<file path="src/rtl/fifo_ctrl_pkg.sv">
// fifo_ctrl_pkg
// Shared definitions for the single-clock FIFO controller family:
//   FIFO_MODE_STD / FIFO_MODE_FWFT  values of the FWFT parameter
//   lvl_w()                         width of pointers / level counter
package fifo_ctrl_pkg;

   localparam int FIFO_MODE_STD  = 0;
   localparam int FIFO_MODE_FWFT = 1;

   // One extra bit over the RAM address so that level = 2^depth_width fits
   // and pointers carry a wrap bit.
   function automatic int lvl_w(input int depth_width);
      return depth_width + 1;
   endfunction

endpackage

</file>
<file path="src/rtl/fifo_fwft_outbuf.sv">
// fifo_fwft_outbuf
// First-word-fall-through output pipeline: S0 presents the head word, S1 is a
// skid slot absorbing a RAM read that was launched before a pop stalled.
// Ports:
//   clk, rst_n    clock / async active-low reset
//   avail_i       RAM holds words not yet fetched
//   rd_en_i       consumer pop request
//   ram_rdata_i   RAM read data (valid the cycle after fetch_o)
//   fetch_o       launch a RAM read this cycle
//   pop_o         accepted pop (rd_en_i while S0 valid)
//   s0_v_o        head word valid (FIFO not empty)
//   rd_data_o     head word
module fifo_fwft_outbuf #(
   parameter int DATA_WIDTH = 32
) (
   input  logic                  clk,
   input  logic                  rst_n,
   input  logic                  avail_i,
   input  logic                  rd_en_i,
   input  logic [DATA_WIDTH-1:0] ram_rdata_i,
   output logic                  fetch_o,
   output logic                  pop_o,
   output logic                  s0_v_o,
   output logic [DATA_WIDTH-1:0] rd_data_o
);

   logic                  s0_v_q, s0_v_d, s1_v_q, s1_v_d, pend_q;
   logic [DATA_WIDTH-1:0] s0_q, s0_d, s1_q, s1_d;
   logic [1:0]            occ;

   assign pop_o = rd_en_i & s0_v_q;

   // Slots still committed after this cycle's pop; a pop implies s0_v so the
   // subtraction cannot go negative. Fetch only if a slot stays free, which
   // guarantees arriving data always finds S0 or S1 empty.
   assign occ     = {1'b0, s0_v_q} + {1'b0, s1_v_q} + {1'b0, pend_q} - {1'b0, pop_o};
   assign fetch_o = avail_i & (occ < 2'd2);

   always_comb begin
      s0_v_d = s0_v_q;
      s0_d   = s0_q;
      s1_v_d = s1_v_q;
      s1_d   = s1_q;
      if (pop_o) begin
         s0_v_d = s1_v_q;
         s0_d   = s1_v_q ? s1_q : s0_q;
         s1_v_d = 1'b0;
      end
      if (pend_q) begin
         if (!s0_v_d) begin
            s0_v_d = 1'b1;
            s0_d   = ram_rdata_i;
         end else begin
            s1_v_d = 1'b1;
            s1_d   = ram_rdata_i;
         end
      end
   end

   always_ff @(posedge clk or negedge rst_n) begin
      if (!rst_n) begin
         s0_v_q <= 1'b0;
         s1_v_q <= 1'b0;
         pend_q <= 1'b0;
         s0_q   <= '0;
         s1_q   <= '0;
      end else begin
         s0_v_q <= s0_v_d;
         s1_v_q <= s1_v_d;
         pend_q <= fetch_o;
         s0_q   <= s0_d;
         s1_q   <= s1_d;
      end
   end

   assign s0_v_o    = s0_v_q;
   assign rd_data_o = s0_q;

endmodule

</file>
<file path="src/rtl/sync_fifo_ctrl_fwft.sv">
// sync_fifo_ctrl_fwft
// Single-clock FIFO controller driving an external simple-dual-port RAM with
// 1-cycle read latency. Standard (FWFT=0) or first-word-fall-through (FWFT=1).
// Ports:
//   clk, rst_n                      clock / async active-low reset
//   wr_en, wr_data, full            write side
//   rd_en, rd_data, empty           read side
//   almost_full/_empty, *_thresh    programmable level flags
//   water_level                     total words held (incl. FWFT pipeline)
//   overflow, underflow, clr_err    sticky error flags and their clear
//   ram_*                           external RAM interface
module sync_fifo_ctrl_fwft
   import fifo_ctrl_pkg::*;
#(
   parameter int DATA_WIDTH  = 32,
   parameter int DEPTH_WIDTH = 9,
   parameter int FWFT        = FIFO_MODE_STD
) (
   input  logic                   clk,
   input  logic                   rst_n,
   input  logic                   wr_en,
   input  logic [DATA_WIDTH-1:0]  wr_data,
   output logic                   full,
   output logic                   almost_full,
   input  logic                   rd_en,
   output logic [DATA_WIDTH-1:0]  rd_data,
   output logic                   empty,
   output logic                   almost_empty,
   output logic [DEPTH_WIDTH:0]   water_level,
   input  logic [DEPTH_WIDTH:0]   af_thresh,
   input  logic [DEPTH_WIDTH:0]   ae_thresh,
   output logic                   overflow,
   output logic                   underflow,
   input  logic                   clr_err,
   output logic                   ram_we,
   output logic [DEPTH_WIDTH-1:0] ram_waddr,
   output logic [DATA_WIDTH-1:0]  ram_wdata,
   output logic                   ram_re,
   output logic [DEPTH_WIDTH-1:0] ram_raddr,
   input  logic [DATA_WIDTH-1:0]  ram_rdata
);

   localparam int            LW    = lvl_w(DEPTH_WIDTH);
   localparam logic [LW-1:0] DEPTH = {1'b1, {DEPTH_WIDTH{1'b0}}};

   logic [LW-1:0] wptr_q, rptr_q, lvl_q, lvl_d;
   logic          full_q, af_q, ae_q, ov_q, un_q;
   logic          wa, ra, rd_empty, rd_fetch;

   // Full is checked alone: a write at full is dropped even when a read frees
   // a slot in the same cycle.
   assign wa = wr_en & ~full_q;

   always_comb begin
      lvl_d = lvl_q;
      if (wa & ~ra)      lvl_d = lvl_q + 1'b1;
      else if (ra & ~wa) lvl_d = lvl_q - 1'b1;
   end

   if (FWFT == FIFO_MODE_FWFT) begin : g_fwft
      logic [LW-1:0] ram_count;
      logic          s0_v;
      assign ram_count = wptr_q - rptr_q;
      fifo_fwft_outbuf #(.DATA_WIDTH(DATA_WIDTH)) u_outbuf (
         .clk        (clk),
         .rst_n      (rst_n),
         .avail_i    (ram_count != '0),
         .rd_en_i    (rd_en),
         .ram_rdata_i(ram_rdata),
         .fetch_o    (rd_fetch),
         .pop_o      (ra),
         .s0_v_o     (s0_v),
         .rd_data_o  (rd_data)
      );
      assign rd_empty = ~s0_v;
   end else begin : g_std
      logic                  empty_q, rvld_q;
      logic [DATA_WIDTH-1:0] hold_q;
      assign ra       = rd_en & ~empty_q;
      assign rd_fetch = ra;
      assign rd_empty = empty_q;
      // RAM output is passed through the cycle after a read; otherwise the
      // last word is held so rd_data stays stable (and 0 out of reset).
      assign rd_data  = rvld_q ? ram_rdata : hold_q;
      always_ff @(posedge clk or negedge rst_n) begin
         if (!rst_n) begin
            empty_q <= 1'b1;
            rvld_q  <= 1'b0;
            hold_q  <= '0;
         end else begin
            empty_q <= (lvl_d == '0);
            rvld_q  <= ra;
            if (rvld_q) hold_q <= ram_rdata;
         end
      end
   end

   always_ff @(posedge clk or negedge rst_n) begin
      if (!rst_n) begin
         wptr_q <= '0;
         rptr_q <= '0;
         lvl_q  <= '0;
         full_q <= 1'b0;
         af_q   <= 1'b0;
         ae_q   <= 1'b1;
         ov_q   <= 1'b0;
         un_q   <= 1'b0;
      end else begin
         if (wa)       wptr_q <= wptr_q + 1'b1;
         if (rd_fetch) rptr_q <= rptr_q + 1'b1;
         lvl_q  <= lvl_d;
         full_q <= (lvl_d == DEPTH);
         af_q   <= (lvl_d >= af_thresh);
         ae_q   <= (lvl_d <= ae_thresh);
         // New error wins over a simultaneous clear.
         ov_q   <= (wr_en & full_q)   | (ov_q & ~clr_err);
         un_q   <= (rd_en & rd_empty) | (un_q & ~clr_err);
      end
   end

   assign full         = full_q;
   assign almost_full  = af_q;
   assign almost_empty = ae_q;
   assign empty        = rd_empty;
   assign water_level  = lvl_q;
   assign overflow     = ov_q;
   assign underflow    = un_q;
   assign ram_we       = wa;
   assign ram_waddr    = wptr_q[DEPTH_WIDTH-1:0];
   assign ram_wdata    = wr_data;
   assign ram_re       = rd_fetch;
   assign ram_raddr    = rptr_q[DEPTH_WIDTH-1:0];

endmodule

</file>
<file path="config.mk">
export PLATFORM = sky130hd
export DESIGN_NAME = sync_fifo_ctrl_fwft
export DESIGN_NICKNAME = d
export VERILOG_FILES = /design/src/rtl/fifo_ctrl_pkg.sv /design/src/rtl/fifo_fwft_outbuf.sv /design/src/rtl/sync_fifo_ctrl_fwft.sv
export SDC_FILE = /design/constraint.sdc
export NUM_CORES = 1
export LEC_CHECK = 0
export BUFFER_PORTS_ARGS = -buffer_cell sky130_fd_sc_hd__buf_2
export CAP_MARGIN = 40
export CORE_MARGIN = 2
export CORE_UTILIZATION = 45
export DETAILED_ROUTE_END_ITERATION = 6
export PLACE_DENSITY_LB_ADDON = 0.1
export SYNTH_ARGS = -nofsm -noshare
export SYNTH_HDL_FRONTEND = slang
export SYNTH_HIERARCHICAL = 1
export SYNTH_SLANG_ARGS = --single-unit
export TNS_END_PERCENT = 5
</file>
<file path="constraint.sdc">
create_clock -name clk -period 3.3 [get_ports clk]
set_input_delay 0.495 -clock clk [delete_from_list [all_inputs] [get_ports clk]]
set_output_delay 0.495 -clock clk [all_outputs]
set_load 0.005 [all_outputs]
</file>
==> impl_metrics.ini, run 1 <==
[yosys]
synth_enable_flop_cells = 0
netlist_top_cells_count = dfrtp_1 (65), buf_4 (32), mux2_2 (32)
avgSynthCellArea_um2 = 11.4
yosys_warnings = 6
syn_nets = 428
yosysTopAreaCell = dfrtp_1
ys_ff_latch = 67
synth.most_common_cell = dfrtp_1
synth_top_area_share_pct = 45.4
netlist_top_cells_area = dfrtp_1 (45%), mux2_2 (10%), ha_1 (8.4%)
netlist_area_mm2 = 0.00358
synthArstFlopShare_pct = 100
ys_types = 45
synth_ff_type = dfrtp_1
postSynthCellCount = 315
ys_seq_area_share_pct = 46.8

[clock_tree]
clk_pin_slew_ns = 0.07
clock_path_buffers = 2
clock_sinks = 67
post_cts_buffers = 0
cts_tree = built
cts_htree_levels = 3
cts_buffers = 9
cts-root-buf = clkbuf_8
clock_latency_ns = 0.33

[timing]
worstMarginPinSlew_ns = 0.812
post-route-period-util_pct = 85.1
hold_violations = 0
setup_ws_ns = 0.492
fmax_mhz = 356
finalSetupViolations = 0
maxSlewHeadroom_pct = 45.9
rsz0062_at_grt = no
finalMaxSlewViolations = 0
period_needed_ns = 2.81
fin_skew_ns = 0.0103
tns_ns = 0

[final_layout]
multi_input_area_mm2 = 0.00150
fill_cells = 704
regArea_mm2 = 0.00168
diodes = 0
final_cells = 520
post-route-util_pct = 55.1
area_growth_pct = 18.8
drive_gt1_share_pct = 44.3
fin_nets = 526
final_cell_area_mm2 = 0.00426

[route]
drc_errors = 0
drtAntennaViolNets = 0
routed_wl_um = 7220
wire_per_inst_um = 13.9
avgViaCountPerCell = 4.97
vias = 2584
first_pass_iters = 4
first_iter_violations = 84

[floorplanning]
fp-row-count = 32
io_pins = 189
core_area_mm2 = 0.00773
dieArea_mm2 = 0.00870
start_util_pct = 46.4
fp.dieH_um = 93.3
die_w_um = 93.3

[worst_setup_path]
rr_endpoint = almost_full
path_max_fanout = 9
r2r_cells = 11
end_kind = register
critPathRequiredTime_ns = 3.51
cp-startpoint = empty
cp-endpoint = almost_full
crit_path_start_kind = register
r2r-start = empty
r2r_setup_slack_ns = 0.49
crit_type = reg2reg
cp.arrival_ns = 3.02

[job]
cap_violations = 0

[placed_design]
pre_cts_ws_ns = 0.223
gp_congestion = 0.831
port_buffers = 124
dp_hpwl_um = 5670
place_area_mm2 = 0.00407
numPlacedInstances = 504

[grt]
grt_pass1_vias = 2601
grt_overflow_total = 0
grt_usage_pct = 17.4
grt_first_pass_wirelength_um = 11900
grt_max_degree = 68
antenna_found_initial = 0

[pwr]
ir_drop_uv = 425
power.density_cell_area_mw_per_mm2 = 710
p_leak_nw = 2.17

[hold_path]
hold_path.class = in2async

[run_status]
status = completed
==> power by group <==
part / total (mW) / internal (mW) / switching, mW
registers: 1.25 / 1.03 / 0.214
logic: 1.13 / 0.554 / 0.576
clock network: 0.645 / 0.350 / 0.295
total: 3.02 / 1.94 / 1.09
==> layout make-up <==
class | instances | share of cell area [%]
clock inverters | 4 | 1.20
inverters | 28 | 2.94
multi-input cells | 180 | 35.2
clock buffers | 12 | 3.17
repair buffers | 127 | 15.1
well taps | 102 | 3.00
flip-flops and latches | 67 | 39.4
==> cells by family (layout without fill, tap and decap cells) <==
kind of cell | after synthesis | in the layout | synth area share, %
simple gates | 67 | 67 | 11.0
xor+xnor | 25 | 25 | 6.11
compound gates | 32 | 32 | 6.14
flops | 67 | 67 | 46.8
mux | 32 | 32 | 10.1
fa+ha+maj | 24 | 24 | 8.38
buf+inv | 68 | 171 | 11.5
==> how the worst min path moves through the flow <==
stage | from | to | slack [ns]
floorplan | rst_n | almost_full | 0.20
global placement | rptr_q[8] | rptr_q[8] | 0.46
detailed placement | wptr_q[8] | wptr_q[8] | 0.47
CTS | clr_err | overflow | 0.34
global route | clr_err | overflow | 0.34
finish | rst_n | g_std.hold_q[8] | 0.33
==> routing by layer <==
layer / share of wire (%) / vias up / global-route usage (%)
met3: 7.5 / 19 / 4.11
met2: 46 / 109 / 27.5
li1: - / 1244 / -
met1: 45 / 1212 / 22.9
met5: 0 / - / 0
met4: 2.0 / 0 / 7.72
==> flip-flops by register name, summed over array words and instances, names as in the netlist <==
name	flops
g_std.rvld_q	1
empty	1
almost_full	1
overflow	1
g_std.hold_q	32
wptr_q	9
underflow	1
rptr_q	9
full	1
water_level	10
almost_empty	1
==> per-stage QoR <==
step	hold slack (ns)	power, mW
after floorplan	0.199	1.96
after global placement	0.456	2.38
after detailed placement	0.465	2.41
after CTS	0.336	3.07
after global routing	0.343	3.29
final	0.331	3.02
==> critical path, stage by stage (launching register included) <==
cell       delay, ns
dfstp_2         0.54
nand2b_4        0.21
inv_8           0.06
nor4b_2         0.38
a22oi_1         0.16
xnor2_1         0.22
ha_1            0.23
a2111oi_0       0.26
o21ai_0         0.15
a31o_2          0.25
a21oi_1         0.13
o21ai_0         0.09
==> layout by cell type, fill, tap and decap left out, types with 10 or more instances in the layout <==
cell,count
nand3_1,11
mux2_2,32
xnor2_1,19
nor2_1,10
nand2_1,20
inv_1,26
dfrtp_1,65
buf_2,124
ha_1,24
==> timing repair <==
action	in CTS	in global routing
endpoints found under the hold margin	0	0
resized for setup	0	1
endpoints found under the setup margin	0	1
hold buffers	0	0
Note: power is estimated with default switching activity, not from simulation.
==> run 2, diff against run 1 <==
Settings changed: BUFFER_PORTS_ARGS -buffer_cell sky130_fd_sc_hd__buf_2 to default, CORE_UTILIZATION 45 to 60, DONT_BUFFER_PORTS from default to 1.
==> run 2 against run 1 <==
Against the previous run: maximum frequency decreased by 5.5%; first-iteration DRC count decreased by 20%; routed wire length decreased by 8.0%; clock power increased by 14%; largest cell class unchanged; sequential power increased by 4%; sequential cell count unchanged; register-to-register slack got worse by 0.16 ns; total power decreased by 3.3%; worst hold slack got worse by 0.30 ns.
==> impl_metrics.ini, run 2 (synthesis results as in run 1) <==
[timing]
hold_violations = 0
period_needed_ns = 2.97
fin_skew_ns = 0.00954
post-route-period-util_pct = 90.0
tns_ns = 0
fmax_mhz = 337
finalSetupViolations = 0
maxSlewHeadroom_pct = 66.3
worstMarginPinSlew_ns = 0.498
rsz0062_at_grt = no
finalMaxSlewViolations = 0

[worst_setup_path]
cp.arrival_ns = 3.19
critPathRequiredTime_ns = 3.52
end_kind = register
crit_type = reg2reg
path_max_fanout = 9
crit_path_start_kind = register

[route]
first_iter_violations = 67
drc_errors = 0
wire_per_inst_um = 17.9
first_pass_iters = 5
avgViaCountPerCell = 5.74
routed_wl_um = 6640
vias = 2128
drtAntennaViolNets = 0

[final_layout]
fill_cells = 479
final_cell_mix = dfrtp_1 (65), mux2_2 (32), inv_1 (26)
final_cells = 371
largest_register = g_std.hold_q
drive_gt1_share_pct = 21.6
area_growth_pct = 2.27
diodes = 0
fin_nets = 404
largest_reg_flops = 32
final_common_cell = dfrtp_1

[job]
cap_violations = 0

[clock_tree]
cts-root-buf = clkbuf_8
post_cts_buffers = 0
cts_tree = built
clock_latency_ns = 0.33
clk_pin_slew_ns = 0.08
clock_path_buffers = 2
cts_buffers = 9
cts_hold_buf = 1
cts-resized-gates = 0
clock_sinks = 67
cts_htree_levels = 3

[grt]
grt_max_degree = 68
grt_overflow_total = 0
grt_usage_pct = 20.4
antenna_found_initial = 0
grt_pass1_vias = 1968
grt_first_pass_wirelength_um = 9830

[placed_design]
port_buffers = 0
gp_congestion = 0.822
dp_hpwl_um = 5000
numPlacedInstances = 354

[pwr]
ir_drop_uv = 417
p_leak_nw = 1.69
power.density_cell_area_mw_per_mm2 = 797

[floorplanning]
dieArea_mm2 = 0.00661
core_area_mm2 = 0.00585
die_w_um = 81.3
fp.dieH_um = 81.3
fp-row-count = 28
io_pins = 189
start_util_pct = 61.3

[run_status]
status = completed

[hold_path]
hold_path.class = in2async
run 2: worst max-delay path: stages (launching register included):
cell       delay, ns
dfstp_2         0.56
nand2b_4        0.22
inv_8           0.07
nor4b_1         0.49
a22oi_1         0.19
xnor2_1         0.21
ha_1            0.22
a2111oi_0       0.25
o21ai_0         0.15
a31o_2          0.25
a21oi_1         0.14
o21ai_0         0.10
run 2: final timing paths:
kind                           start              end  slack, ns  cells after the start
min in group clk             clr_err        underflow       0.25                      1
min reg2reg                rptr_q[8]        rptr_q[8]       0.50                      1
max in group asynchronous      rst_n            empty       2.97                      1
max reg2reg                    empty      almost_full       0.33                     11
min                            rst_n  g_std.hold_q[8]       0.03                      1
max                            empty      almost_full       0.33                     11
run 2: final cells by class:
class	count	area, um^2	area share, %
Multi-Input combinational cell	180	1490	40.7
Sequential cell	67	1680	45.8
Tap cell	75	93.8	2.56
Inverter	28	125	3.41
Clock inverter	6	90.1	2.46
Timing Repair Buffer	5	57.6	1.57
Clock buffer	10	128	3.48
run 2: metal layers:
metal / vias to the layer above / routed length [um] / track usage [%] / part of all wire (%)
met5: - / 0 / 0 / 0
met2: 121 / 3070 / 30.9 / 46
met1: 989 / 2710 / 24.5 / 41
met4: 0 / 146 / 9.32 / 2.2
li1: 1002 / - / - / -
met3: 16 / 714 / 9.89 / 11
run 2: where the power goes:
| part | internal [mW] | leakage (nW) | switching (mW) |
|---|---|---|---|
| sequential | 1.03 | 0.813 | 0.267 |
| clock | 0.427 | 0.106 | 0.310 |
| combinational | 0.415 | 0.771 | 0.472 |
| total | 1.87 | 1.69 | 1.05 |
run 2: through the flow:
step	total power [mW]	hold WS [ns]	utilization (%)	cell area (um^2)	setup slack (ns)
2_1_floorplan	1.96	0.199	-	3580	0.580
3_3_place_gp	2.17	0.201	58.5	3420	0.404
3_5_place_dp	2.19	0.201	58.5	3420	0.301
4_1_cts	2.96	0.0292	62.7	3670	0.278
5_1_grt	3.16	0.0270	62.7	3670	0.0817
6_report	2.92	0.0301	62.7	3670	0.328
